## src/rtl/regfile_arbiter.sv

```systemverilog
// Arbitrates configuration port A (fixed priority) and serial port B (starvation-bounded)
// onto one single-port register array; each requester sees a req/ack transaction.
`timescale 1ns/1ps
module regfile_arbiter #(
    parameter int AW     = 8,
    parameter int DW     = 16,
    parameter int STARVE = 4
) (
    input  logic          clk,
    input  logic          reset,
    input  logic          a_req,
    input  logic          a_we,
    input  logic [AW-1:0] a_addr,
    input  logic [DW-1:0] a_wdata,
    output logic          a_ack,
    output logic [DW-1:0] a_rdata,
    input  logic          b_req,
    input  logic          b_we,
    input  logic [AW-1:0] b_addr,
    input  logic [DW-1:0] b_wdata,
    output logic          b_ack,
    output logic [DW-1:0] b_rdata,
    output logic          mem_en,
    output logic          mem_we,
    output logic [AW-1:0] mem_addr,
    output logic [DW-1:0] mem_wdata,
    input  logic [DW-1:0] mem_rdata,
    output logic          busy,
    output logic [1:0]    dbg_state,
    output logic [3:0]    dbg_starve_cnt
);

    // Handshake: a requester holds req and its command stable until it sees a
    // one-cycle ack; a port is not re-granted in its own ack cycle.
    typedef enum logic [1:0] {
        IDLE   = 2'd0,
        ACCESS = 2'd1,
        RESP   = 2'd2
    } state_t;

    state_t          state_q, state_d;
    logic [3:0]      starve_q, starve_d;
    logic            id_q, id_d;
    logic            we_q, we_d;
    logic [AW-1:0]   addr_q, addr_d;
    logic [DW-1:0]   wdata_q, wdata_d;
    logic            a_ack_q, a_ack_d;
    logic            b_ack_q, b_ack_d;
    logic [DW-1:0]   a_rdata_q, a_rdata_d;
    logic [DW-1:0]   b_rdata_q, b_rdata_d;
    logic            a_elig, b_elig, pick_b;

    assign a_elig = a_req & ~a_ack_q;
    assign b_elig = b_req & ~b_ack_q;

    always_comb begin
        state_d   = state_q;
        starve_d  = starve_q;
        id_d      = id_q;
        we_d      = we_q;
        addr_d    = addr_q;
        wdata_d   = wdata_q;
        a_ack_d   = 1'b0;
        b_ack_d   = 1'b0;
        a_rdata_d = a_rdata_q;
        b_rdata_d = b_rdata_q;
        pick_b    = 1'b0;
        case (state_q)
            IDLE: begin
                if (a_elig || b_elig) begin
                    pick_b  = b_elig && (!a_elig || (starve_q >= 4'(STARVE)));
                    id_d    = pick_b;
                    we_d    = pick_b ? b_we    : a_we;
                    addr_d  = pick_b ? b_addr  : a_addr;
                    wdata_d = pick_b ? b_wdata : a_wdata;
                    state_d = ACCESS;
                    if (pick_b) begin
                        starve_d = 4'd0;
                    end else if (b_req && (starve_q != 4'hf)) begin
                        starve_d = starve_q + 4'd1;
                    end
                end
            end
            ACCESS: state_d = RESP;
            RESP: begin
                state_d = IDLE;
                if (id_q) begin
                    b_ack_d = 1'b1;
                    if (!we_q) b_rdata_d = mem_rdata;
                end else begin
                    a_ack_d = 1'b1;
                    if (!we_q) a_rdata_d = mem_rdata;
                end
            end
            default: state_d = IDLE;
        endcase
    end

    always_ff @(posedge clk) begin
        if (reset) begin
            state_q   <= IDLE;
            starve_q  <= 4'd0;
            id_q      <= 1'b0;
            we_q      <= 1'b0;
            addr_q    <= '0;
            wdata_q   <= '0;
            a_ack_q   <= 1'b0;
            b_ack_q   <= 1'b0;
            a_rdata_q <= '0;
            b_rdata_q <= '0;
        end else begin
            state_q   <= state_d;
            starve_q  <= starve_d;
            id_q      <= id_d;
            we_q      <= we_d;
            addr_q    <= addr_d;
            wdata_q   <= wdata_d;
            a_ack_q   <= a_ack_d;
            b_ack_q   <= b_ack_d;
            a_rdata_q <= a_rdata_d;
            b_rdata_q <= b_rdata_d;
        end
    end

    // Strobe is gated by reset so a reset landing on ACCESS never writes the array.
    assign mem_en         = (state_q == ACCESS) && !reset;
    assign mem_we         = mem_en && we_q;
    assign mem_addr       = addr_q;
    assign mem_wdata      = wdata_q;
    assign a_ack          = a_ack_q;
    assign b_ack          = b_ack_q;
    assign a_rdata        = a_rdata_q;
    assign b_rdata        = b_rdata_q;
    assign busy           = (state_q != IDLE);
    assign dbg_state      = state_q;
    assign dbg_starve_cnt = starve_q;

endmodule

```

## config.mk

```make
export PLATFORM = sky130hd
export DESIGN_NAME = regfile_arbiter
export DESIGN_NICKNAME = d
export VERILOG_FILES = /design/src/rtl/regfile_arbiter.sv
export SDC_FILE = /design/constraint.sdc
export NUM_CORES = 1
export LEC_CHECK = 0
export ABC_AREA = 0
export CORE_MARGIN = 2
export CORE_UTILIZATION = 34
export DETAILED_ROUTE_END_ITERATION = 8
export GPL_TIMING_DRIVEN = 0
export PLACE_DENSITY = 0.69
export RECOVER_POWER = 25
export SLEW_MARGIN = 20
export SYNTH_ARGS = -nofsm -noshare
export SYNTH_HDL_FRONTEND = slang
export SYNTH_SLANG_ARGS = --single-unit
export TNS_END_PERCENT = 50
```

## constraint.sdc

```tcl
create_clock -name clk -period 3 [get_ports clk]
set_input_delay 0.6 -clock clk [delete_from_list [all_inputs] [get_ports clk]]
set_output_delay 0.6 -clock clk [all_outputs]
set_load 0.01 [all_outputs]
```

Word level (Yosys, flattened, before mapping)
Index checks and enable logic that the tools add are counted.
- register bits: 66
- latch bits: 0
- memory bits (writable): 0
- memory bits (read-only): 0
- input bits: 70
- output and inout port bits: 67
- word-level logic and storage cells: 48
- memories kept: 0
- $add $sub $neg: 1
- multiply operators: 0
- divide/modulo/power cells: 0
- order comparisons: 1
- equality and inequality tests: 4
- shift-type cells: 0
- multiplexer cells: 9
- bitwise operators: 7
- reduce and logical (&&, ||, !) cells: 16
- operator list (operator ; number):
    16-bit 2-to-1 mux ; 1
    3-bit AND reduction ; 3
    4-bit 2-to-1 mux ; 2
    8-bit 2-to-1 mux ; 1
    1-bit NOT ; 5
    4-bit by 1-bit adder with 4-bit output, second input constant ; 1
    4-bit by 3-bit >= comparator with 1-bit output, second input constant ; 1
    1-bit logical AND ; 4
    4-bit inequality test, second input constant ; 1
    2-bit one-hot mux with 2 select lines ; 1
    2-bit nonzero test ; 2
    1-bit 2-to-1 mux ; 3
    1-bit bitwise AND ; 2
    2-bit by 1-bit == test with 1-bit output, second input constant ; 1
    2-bit == test, second input constant ; 1
    1-bit logical NOT ; 2
    2-bit logical NOT ; 1
    1-bit logical OR ; 2
    2-bit 2-to-1 mux ; 1
    2-bit inequality test, second input constant ; 1
    2-bit AND reduction ; 1
    2-bit OR reduction ; 1

Logic depth before layout (Yosys ltp)
Gate-level depths: netlist of the first run.
- depth after elaboration: 7
- mapped depth: 6

Least setup slack after synthesis of the first run
OpenSTA, ideal clock, no wires.
- kind: input port to output port
- start point: input port reset
- end point: output port mem_we
- arrival time: 1.178 ns
- data required time: 2.400 ns
- setup slack: 1.222 ns
- stages: 2
- cells stage by stage: nor3b_1 -> and2_1
- word-level cells in the longest chain between the ends: 3
- ends and longest elaborated chain (what ; line ; RTL):
    from (decl) ; 10 ; input logic reset,
    1-bit logical NOT ; 126 ; assign mem_en = (state_q == ACCESS) && !reset;
    1-bit logical AND ; 126 ;
    1-bit logical AND ; 127 ; assign mem_we = mem_en && we_q;
    to (decl) ; 24 ; output logic mem_we,
No other way between the ends.

Worst setup path in the final report of the first run
Ends and elaborated chain as after synthesis.

==> results of run 1 <==
path summary, 6_finish.rpt:
kind,slack [ps],end
max,260,mem_we
min,450,b_rdata[0]
max reg2reg,700,mem_addr[5]
min reg2reg,450,b_rdata[0]
routing by layer:
layer	wire length, µm	up-vias	track usage, %	part of all wire [%]
li1	-	1329	-	-
met1	3385	1196	20.84	43
met2	3563	104	29.08	45
met3	854	8	6.225	11
met4	85	0	6.884	1.1
met5	0	-	0	0
per-stage QoR:
stage | instance area [µm²] | cells | hold WS (ps)
finish | 4473 | 559 | 453.2
global route | 4473 | 559 | 479.9
CTS | 4486 | 559 | 456.3
detailed placement | 4300 | 544 | 446.9
global placement | 4300 | 544 | 440.7
floorplan | 2808 | 303 | 480.5
sequential cells by signal, indices dropped and copies added (netlist names):
signal and cells:
dbg_starve_cnt 4, id_q 1, we_q 1, b_ack 1, dbg_state 2, a_rdata 16, mem_addr 8, b_rdata 16
mem_wdata 16, a_ack 1
power by group through the flow:
stage / Sequential (µW) / Combinational (µW) / Clock, µW
final: 960 / 444 / 719
after global routing: 967 / 479 / 767
after global placement: 980 / 457 / 0
after CTS: 962 / 464 / 736
after floorplan: 1000 / 191 / 0
after detailed placement: 981 / 462 / 0
cell families (layout without fill, tap and decap cells):
family / count (synthesis) / in the layout / synth area share [%]
adder cells (fa/ha/maj): 1 / 1 / 0.4456
flip-flops: 66 / 66 / 47.06
multiplexers: 27 / 27 / 9.626
AO/OA/AOI/OAI: 67 / 67 / 19.03
buffers and inverters: 25 / 176 / 5.659
AND/OR/NAND/NOR: 117 / 117 / 18.18
cells in the final DEF (no fill, tap or decap), types with 2 or more instances in the layout:
cell type          n
buf_12             2
clkinv_2           2
dlygate4sd3_1     28
a211oi_1           6
buf_2              4
dfxtp_1           66
and2_1             2
nor3b_1            2
nor2b_1            3
a21boi_0           2
nand2_1           68
nand3_1            2
clkdlybuf4s50_1  108
a211oi_2          19
inv_1              3
clkbuf_1          11
nor4b_1            2
a21oi_1           33
clkbuf_8          10
mux2i_1           27
nand2b_1           2
buf_4              5
nor2_1            30
tightest hold or removal path: cells and delay by family (launching register included):
kind | cells | cell delay (ps)
flops | 1 | 310
compound gates | 1 | 50
simple gates | 1 | 50
cell type report:
cell class	count	area (µm²)
well taps	105	131.4
repair buffers	136	1361
plain buffers	22	146.4
clock buffers	12	145.1
flip-flops and latches	66	1321
inverters	3	11.26
clock inverters	3	40.04
multi-input cells	212	1316
fillers	767	3620
==> summary.txt, run 1 <==
Timing
  – Final TNS setup: 0 ps
  – Fmax: 364.4 MHz
  – Tmin final: 2744 ps
  – Final Skew: 8.937 ps
  – Final period util: 91.47%
  – Final Hold Fails: 0
  – Final setup vio count: 0
  – RSZ-0062 raised after global routing: false
  – PnR worst setup slack: 255.8 ps
  – Max-slew headroom: 34.44%
  – Pins Over Slew Limit: 0
  – Worst slew pin tran: 974.7 ps

Power and ir drop
  – Power, Total: 2123 µW
  – Sw Ratio: 25.81%
  – Seq pwr share: 45.2%
  – Pint: 1575 µW
  – Leak: 0.001647 µW
  – PwrDens: 474.7 nW/µm²
  – Peak VDD IR: 0.2902 mV
  – Clock share of power: 33.8%
  – Combinational Power Share: 20.9%
  – P_sw: 548.1 µW

Global routing
  – Largest net degree at the start of global routing: 11
  – Initial antenna violation count: 0
  – Vias in the first global route: 2605
  – First-pass GRT wire length: 12380 µm
  – Total gr overflow: 0
  – Total global-route track usage: 17.58%

Worst setup path
  – Slowest Stage Delay on Critical Path: 560 ps
  – Critical path depth: 4
  – Setup CP Type: in -> out
  – CP endpoint kind: primary output
  – CP most frequent cell: clkdlybuf4s50_1
  – Crit path DAT: 2140 ps
  – Worst setup startpoint: reset
  – Maximum net fanout on the critical path: 4
  – Crit path buf inv count: 2
  – Reg2Reg Depth: 5
  – R2r startpoint: dbg_state[0]
  – CP startpoint kind: primary input
  – Family with the most delay on the worst path: buffers and inverters
  – Worst path slowest cell: clkdlybuf4s50_1
  – Crit path required time: 2400 ps
  – CP cell instances: clkdlybuf4s50_1 -> nor3b_1 -> and2_1 -> clkdlybuf4s50_1

Placement
  – Final GP Congestion: 0.7529
  – Pre-CTS setup slack: 277.5 ps
  – Port-buffer cells: 136
  – Detailed Place HPWL: 6001 µm

Min path
  – Hold wc startpoint: b_rdata[0]
  – Hold depth: 2
  – Min-delay worst type: reg -> reg

Logic synthesis
  – Synth top area share: 47.06%
  – Fraction of registers with async set/reset: 0%
  – Syn_nets: 374
  – Synthesis-stage register bit count: 66
  – Syn avg cell area: 9.266 µm²
  – Synth top area cells: dfxtp_1 (47%), mux2i_1 (9.6%), nand2_1 (9.1%)
  – Top cells by count, synth: nand2_1 (68), dfxtp_1 (66), a21oi_1 (33)
  – Synth warn: 0
  – Most frequent cell after synthesis: nand2_1
  – Gate Count Post-Synth: 303
  – Number of flops mapped to enable cells by yosys: 0
  – Top_reg_cell synth: dfxtp_1
  – Seq/Total Area, Yosys: 47.06%
  – Cell Area, Synth: 2808 µm²
  – Post-synth cell types: 36
  – Area leader, netlist: dfxtp_1

Clock tree
  – Post-CTS sizing: 0
  – Cts bufs inserted: 9
  – Postcts setup bufs: 0
  – Skew-Pair Late Insertion Delay: 330 ps
  – H-Tree Depth: 3
  – Hold buffers post-CTS: 0
  – Bufs on Longest Clock Path: 2
  – CTS tree: yes
  – Clock Root Buffer: clkbuf_8
  – Clk pin slew, worst setup/hold paths: 70 ps
  – Num Clock Sinks: 66

Detailed routing
  – 1st-iter DRT viols: 56
  – Antenna-violating nets left: 0
  – Mean routed wirelength per cell: 14.11 µm
  – Via count: 2637
  – Detailed-route vias per instance: 4.717
  – Router iterations before antenna repair: 4
  – Drc violations: 0
  – Final wirelength: 7888 µm

Floorplan
  – Die area: 9001 µm²
  – CORE AREA: 8093 µm²
  – Initial core utilization: 34.69%
  – Die Ht: 94.88 µm
  – Number of cell rows: 33
  – Ports: 137
  – Die Width: 94.88 µm

Finish
  – # nets final: 521
  – Antenna cells: 0
  – Layout area overhead: 59.31%
  – Post-layout util: 55.27%
  – Share of layout cells above drive strength 1: 10.79%

Flow run
  – MaxCap Viol Count: 0

Status
  – Run status: completed
Power figures use the tool's default switching activity.
==> run 2: changes to the inputs <==
--- a/config.mk
+++ b/config.mk
@@ -6,11 +6,12 @@
 export NUM_CORES = 1
 export LEC_CHECK = 0
 export ABC_AREA = 0
-export CORE_MARGIN = 2
+export CORE_MARGIN = 8
 export CORE_UTILIZATION = 34
 export DETAILED_ROUTE_END_ITERATION = 8
+export GPL_ROUTABILITY_DRIVEN = 1
 export GPL_TIMING_DRIVEN = 0
-export PLACE_DENSITY = 0.69
+export PLACE_DENSITY = 0.66
 export RECOVER_POWER = 25
 export SLEW_MARGIN = 20
 export SYNTH_ARGS = -nofsm -noshare
==> run 2 against run 1 <==
Effect of this change: critical endpoint unchanged; power increased by 2.5%; utilization grew 0.17 points; cell count unchanged; highest routed layer unchanged; largest cell class unchanged.
==> summary.txt, run 2 (synthesized netlist as in run 1, its figures left out) <==
Status
  – Run status: completed (unchanged)

Floorplan
  – Die area: 11420 µm² (was 9001 µm²)
  – Ports: 137 (unchanged)
  – Number of cell rows: 33 (unchanged)
  – Die Width: 106.9 µm (was 94.88 µm)
  – Die Ht: 106.9 µm (was 94.88 µm)
  – Initial core utilization: 34.69% (unchanged)
  – CORE AREA: 8093 µm² (unchanged)

Timing
  – Pins Over Slew Limit: 0 (unchanged)
  – Final period util: 92.13% (was 91.47%)
  – Worst slew pin tran: 907.0 ps (was 974.7 ps)
  – Fmax: 361.8 MHz (was 364.4 MHz)
  – Final setup vio count: 0 (unchanged)
  – Final TNS setup: 0 ps (unchanged)
  – Tmin final: 2764 ps (was 2744 ps)
  – RSZ-0062 raised after global routing: false (unchanged)
  – Max-slew headroom: 38.99% (was 34.44%)
  – PnR worst setup slack: 236.2 ps (was 255.8 ps)
  – Final Hold Fails: 0 (unchanged)
  – Final Skew: 5.667 ps (was 8.937 ps)

Worst setup path
  – Slowest Stage Delay on Critical Path: 580 ps (was 560 ps)
  – CP startpoint kind: primary input (unchanged)
  – Maximum net fanout on the critical path: 4 (unchanged)
  – CP cell instances: dlygate4sd3_1 -> nor3b_1 -> and2_1 -> clkdlybuf4s50_1 (was clkdlybuf4s50_1 -> nor3b_1 -> and2_1 -> clkdlybuf4s50_1)
  – Crit path required time: 2400 ps (about the same)
  – Worst path slowest cell: dlygate4sd3_1 (was clkdlybuf4s50_1)
  – Setup CP Type: in -> out (unchanged)
  – CP endpoint kind: primary output (unchanged)
  – Crit path DAT: 2160 ps (was 2140 ps)

Placement
  – Final GP Congestion: 0.8025 (was 0.7529)
  – Pre-CTS setup slack: 339.8 ps (was 277.5 ps)
  – Port-buffer cells: 136 (unchanged)
  – Detailed Place HPWL: 6827 µm (was 6001 µm)

Clock tree
  – Num Clock Sinks: 66 (unchanged)
  – Cts bufs inserted: 9 (unchanged)
  – Skew-Pair Late Insertion Delay: 330 ps (about the same)
  – Postcts setup bufs: 0 (unchanged)
  – Hold buffers post-CTS: 0 (unchanged)
  – Clk pin slew, worst setup/hold paths: 70 ps (about the same)
  – Post-CTS sizing: 0 (unchanged)
  – Bufs on Longest Clock Path: 2 (unchanged)
  – CTS tree: yes (unchanged)
  – Clock Root Buffer: clkbuf_8 (unchanged)
  – H-Tree Depth: 3 (unchanged)

Finish
  – Most common cell after layout, fill and taps aside: clkdlybuf4s50_1 (unchanged)
  – # nets final: 521 (unchanged)
  – Antenna cells: 0 (unchanged)
  – Share of layout cells above drive strength 1: 11.01% (was 10.79%)
  – Layout area overhead: 59.80% (was 59.31%)
  – Commonest cells after routing, fill and taps aside: clkdlybuf4s50_1 (110), nand2_1 (68), dfxtp_1 (66) (was clkdlybuf4s50_1 (108), nand2_1 (68), dfxtp_1 (66))

Global routing
  – Largest net degree at the start of global routing: 11 (unchanged)
  – First-pass GRT wire length: 14100 µm (was 12380 µm)
  – Total gr overflow: 0 (unchanged)
  – Grt met2 use: 23.93% (was 29.08%)
  – Vias in the first global route: 2731 (was 2605)
  – GRT met3 Usage: 7.139% (was 6.225%)
  – Initial antenna violation count: 0 (unchanged)
  – Total global-route track usage: 15.28% (was 17.58%)
  – Met1 Usage GRT: 18.02% (was 20.84%)
  – Layer with the highest usage: met2 (unchanged)

Detailed routing
  – Final wirelength: 8731 µm (was 7888 µm)
  – Via count: 2641 (was 2637)
  – Antenna-violating nets left: 0 (unchanged)
  – Mean routed wirelength per cell: 15.62 µm (was 14.11 µm)
  – Router iterations before antenna repair: 4 (unchanged)
  – 1st-iter DRT viols: 69 (was 56)
  – Detailed-route vias per instance: 4.725 (was 4.717)
  – Drc violations: 0 (unchanged)

Flow run
  – MaxCap Viol Count: 0 (unchanged)

Power and ir drop
  – Seq pwr share: 44.2% (was 45.2%)
  – Pint: 1624 µW (was 1575 µW)
  – Peak VDD IR: 0.2172 mV (was 0.2902 mV)
  – Leak: 0.001653 µW (was 0.001647 µW)
  – Sw Ratio: 25.38% (was 25.81%)
  – Combinational Power Share: 20.6% (was 20.9%)
  – P_sw: 552.2 µW (was 548.1 µW)
  – PwrDens: 485.0 nW/µm² (was 474.7 nW/µm²)
  – Clock share of power: 35.2% (was 33.8%)

Min path
  – Min-delay worst type: reg -> reg (unchanged)
-- run 2: changes by cell type in the layout (fill, tap and decap cells not counted) --
cell,previous run,this run
dlygate4sd3_1,28,26
nand2b_4,1,0
clkdlybuf4s50_1,108,110
clkinv_2,2,1
nand2b_2,0,1
clkbuf_8,10,12
clkbuf_1,11,10
-- run 2: per-layer routing --
layer / part of all wire, % / vias to the layer above
li1: - / 1333
met1: 44 / 1192
met2: 44 / 108
met3: 11 / 8
met4: 0.80 / 0
met5: 0 / -
-- run 2: layout make-up --
cell class,count,area (µm²)
Sequential cell,66,1321
Buffer,22,146.4
Clock inverter,2,35.03
Clock buffer,13,168.9
Tap cell,105,131.4
Fill cell,762,3606
Multi-Input combinational cell,212,1311
Inverter,3,11.26
Timing Repair Buffer,136,1361
-- run 2: path summary, 6_finish.rpt --
kind / start / to / slack (ps) / depth (start not counted)
setup / recovery: reset / mem_we / 240 / 4
hold / removal: a_rdata[1] / a_rdata[1] / 450 / 2
setup reg to reg: dbg_state[0] / mem_addr[4] / 780 / 5
hold reg to reg: a_rdata[1] / a_rdata[1] / 450 / 2
-- run 2: stage by stage --
step	instance area [µm²]	hold slack [ps]	instances	utilization (%)	total power (µW)
floorplan	2808	480.5	303	-	1194
global placement	4300	441.2	544	53.14	1442
detailed placement	4300	447.4	544	53.14	1451
CTS	4504	456.2	559	55.66	2224
global route	4487	472.2	559	55.44	2287
finish	4487	450.7	559	55.44	2176
-- run 2: power by group through the flow --
stage | Sequential (µW) | Combinational (µW) | Clock [µW]
6_report | 961 | 448 | 767
3_5_place_dp | 983 | 468 | 0
5_1_grt | 969 | 487 | 831
2_1_floorplan | 1000 | 191 | 0
4_1_cts | 963 | 469 | 791
3_3_place_gp | 981 | 462 | 0
-- run 2: critical path: cells and delay by family --
| kind | cells | cell delay (ps) |
|---|---|---|
| AND/OR/NAND/NOR | 2 | 430 |
| buffers and inverters | 2 | 1130 |
==> run 3: changes to the inputs <==
--- a/config.mk
+++ b/config.mk
@@ -9,12 +9,13 @@
 export CORE_MARGIN = 8
 export CORE_UTILIZATION = 34
 export DETAILED_ROUTE_END_ITERATION = 8
+export DONT_BUFFER_PORTS = 1
 export GPL_ROUTABILITY_DRIVEN = 1
 export GPL_TIMING_DRIVEN = 0
-export PLACE_DENSITY = 0.66
+export PLACE_DENSITY = 0.45
 export RECOVER_POWER = 25
 export SLEW_MARGIN = 20
 export SYNTH_ARGS = -nofsm -noshare
 export SYNTH_HDL_FRONTEND = slang
 export SYNTH_SLANG_ARGS = --single-unit
-export TNS_END_PERCENT = 50
+export TNS_END_PERCENT = 30
==> run 3 against run 2 <==
Effect of this change: sequential share of layout area is 12 points higher; utilization is 16 points lower; register-to-register slack better by 490 ps; critical path type is now reg -> out; setup slack better by 400 ps; hold slack worse by 56 ps; count of clock-buffer cells in the layout is 2 lower; non-clock buffer count is 136 lower; cell count is 24% lower; global-route usage is 2.1 points lower; fmax is 17% higher.
==> summary.txt, run 3 (synthesized netlist as in run 1, its figures left out) <==
Floorplan
  – Die area: 11420 µm² (unchanged)
  – Die Width: 106.9 µm (unchanged)
  – Number of cell rows: 33 (unchanged)
  – Ports: 137 (unchanged)
  – CORE AREA: 8093 µm² (unchanged)
  – Die Ht: 106.9 µm (unchanged)
  – Initial core utilization: 34.69% (unchanged)

Global routing
  – Largest net degree at the start of global routing: 12 (was 11)
  – Total global-route track usage: 13.20% (was 15.28%)
  – Initial antenna violation count: 0 (unchanged)
  – First-pass GRT wire length: 11950 µm (was 14100 µm)
  – Vias in the first global route: 2178 (was 2731)
  – Total gr overflow: 0 (unchanged)

Placement
  – Pre-CTS setup slack: 937.2 ps (was 339.8 ps)
  – Final GP Congestion: 0.6987 (was 0.8025)
  – Port-buffer cells: 0 (was 136)
  – Detailed Place HPWL: 5768 µm (was 6827 µm)
  – Placed Instances: 408 (was 544)

Timing
  – Max-slew headroom: 54.05% (was 38.99%)
  – Pins Over Slew Limit: 0 (unchanged)
  – Worst slew pin tran: 689.3 ps (was 907.0 ps)
  – Tmin final: 2365 ps (was 2764 ps)
  – Final period util: 78.83% (was 92.13%)
  – WHS: 395.0 ps (was 450.7 ps)
  – Final Hold Fails: 0 (unchanged)
  – PnR worst setup slack: 635.2 ps (was 236.2 ps)
  – RSZ-0062 raised after global routing: false (unchanged)
  – Final Skew: 8.276 ps (was 5.667 ps)
  – Fmax: 422.9 MHz (was 361.8 MHz)
  – Final TNS setup: 0 ps (unchanged)
  – Final setup vio count: 0 (unchanged)

Worst setup path
  – Worst setup startpoint: dbg_state[0] (was reset)
  – R2r startpoint: dbg_state[1] (was dbg_state[0])
  – CP startpoint kind: register (was primary input)
  – Crit path required time: 2400 ps (about the same)
  – Crit path DAT: 1760 ps (was 2160 ps)
  – Crit path to: mem_we (unchanged)
  – CP endpoint kind: primary output (unchanged)
  – Reg-to-Reg End: b_rdata[11] (was mem_addr[4])
  – Maximum net fanout on the critical path: 8 (was 4)
  – Reg2Reg Depth: 5 (unchanged)
  – Setup CP Type: reg -> out (was in -> out)
  – R2R Setup Slk: 1270 ps (was 780 ps)

Clock tree
  – Clock Root Buffer: clkbuf_8 (unchanged)
  – Postcts setup bufs: 0 (unchanged)
  – Num Clock Sinks: 66 (unchanged)
  – Hold buffers post-CTS: 0 (unchanged)
  – H-Tree Depth: 3 (unchanged)
  – Bufs on Longest Clock Path: 2 (unchanged)
  – Clk pin slew, worst setup/hold paths: 80 ps (was 70 ps)
  – Cts bufs inserted: 9 (unchanged)
  – CTS tree: yes (unchanged)
  – Post-CTS sizing: 0 (unchanged)
  – Skew-Pair Late Insertion Delay: 330 ps (about the same)

Detailed routing
  – Drc violations: 0 (unchanged)
  – 1st-iter DRT viols: 68 (was 69)
  – Via count: 2119 (was 2641)
  – Detailed-route vias per instance: 4.998 (was 4.725)
  – Antenna-violating nets left: 0 (unchanged)
  – Mean routed wirelength per cell: 18.15 µm (was 15.62 µm)
  – Router iterations before antenna repair: 5 (was 4)
  – Final wirelength: 7696 µm (was 8731 µm)

Finish
  – Most common cell after layout, fill and taps aside: nand2_1 (was clkdlybuf4s50_1)
  – Area of the multi-input gates: 1328 µm² (was 1311 µm²)
  – Register area: 1321 µm² (unchanged)
  – # nets final: 385 (was 521)
  – Antenna cells: 0 (unchanged)
  – Non-Filler Instances: 424 (was 559)
  – Commonest cells after routing, fill and taps aside: nand2_1 (68), dfxtp_1 (66), a21oi_1 (33) (was clkdlybuf4s50_1 (110), nand2_1 (68), dfxtp_1 (66))
  – Share of layout cells above drive strength 1: 16.61% (was 11.01%)
  – Layout area overhead: 12.48% (was 59.80%)
  – Fill count: 853 (was 762)

Power and ir drop
  – Power, Total: 2056 µW (was 2176 µW)
  – Peak VDD IR: 0.2255 mV (was 0.2172 mV)
  – Leak: 0.001093 µW (was 0.001653 µW)
  – PwrDens: 651.1 nW/µm² (was 485.0 nW/µm²)

Flow run
  – MaxCap Viol Count: 0 (unchanged)

Status
  – Run status: completed (unchanged)

Min path
  – Min-delay worst type: in -> reg (was reg -> reg)
run 3: metrics by stage:
stage,cell area (µm²),utilization [%]
after floorplan,2808,-
after global placement,2939,36.32
after detailed placement,2939,36.32
after CTS,3158,39.02
after global routing,3158,39.02
final,3158,39.02
run 3: area by class of cell:
cell class	count	area share, %
Buffer	22	4.675
Clock buffer	11	4.477
Clock inverter	5	2.456
Inverter	3	0.3566
Multi-Input combinational cell	212	42.04
Sequential cell	66	41.84
Tap cell	105	4.160
run 3: where the power goes:
part	switching [µW]	leakage (µW)	total, µW	internal (µW)
combinational	131	0.000444	226	95.4
sequential	68.0	0.000540	998	930
clock	343	0.000109	832	489
total	542	0.00109	2060	1510
run 3: worst min path at each step:
stage,slack [ps],cells past startpoint,to,start
2_1_floorplan,480,2,a_rdata[0],a_rdata[0]
3_3_place_gp,500,2,a_rdata[10],a_rdata[10]
3_5_place_dp,500,2,b_rdata[2],b_rdata[2]
4_1_cts,370,2,b_rdata[12],mem_rdata[12]
5_1_grt,370,2,b_rdata[13],mem_rdata[13]
6_report,390,2,b_rdata[8],mem_rdata[8]
run 3: routing by layer:
metal,vias to the layer above,wire length (µm),global-route usage [%]
li1,1063,-,-
met1,955,2945,13.97
met2,92,3540,21.00
met3,9,1114,7.798
met4,0,95,5.427
met5,-,0,0
run 3: worst max-delay path, stage by stage (launching register included):
cell     delay, ps
dfxtp_1        550
nor3b_1        580
and2_1         310
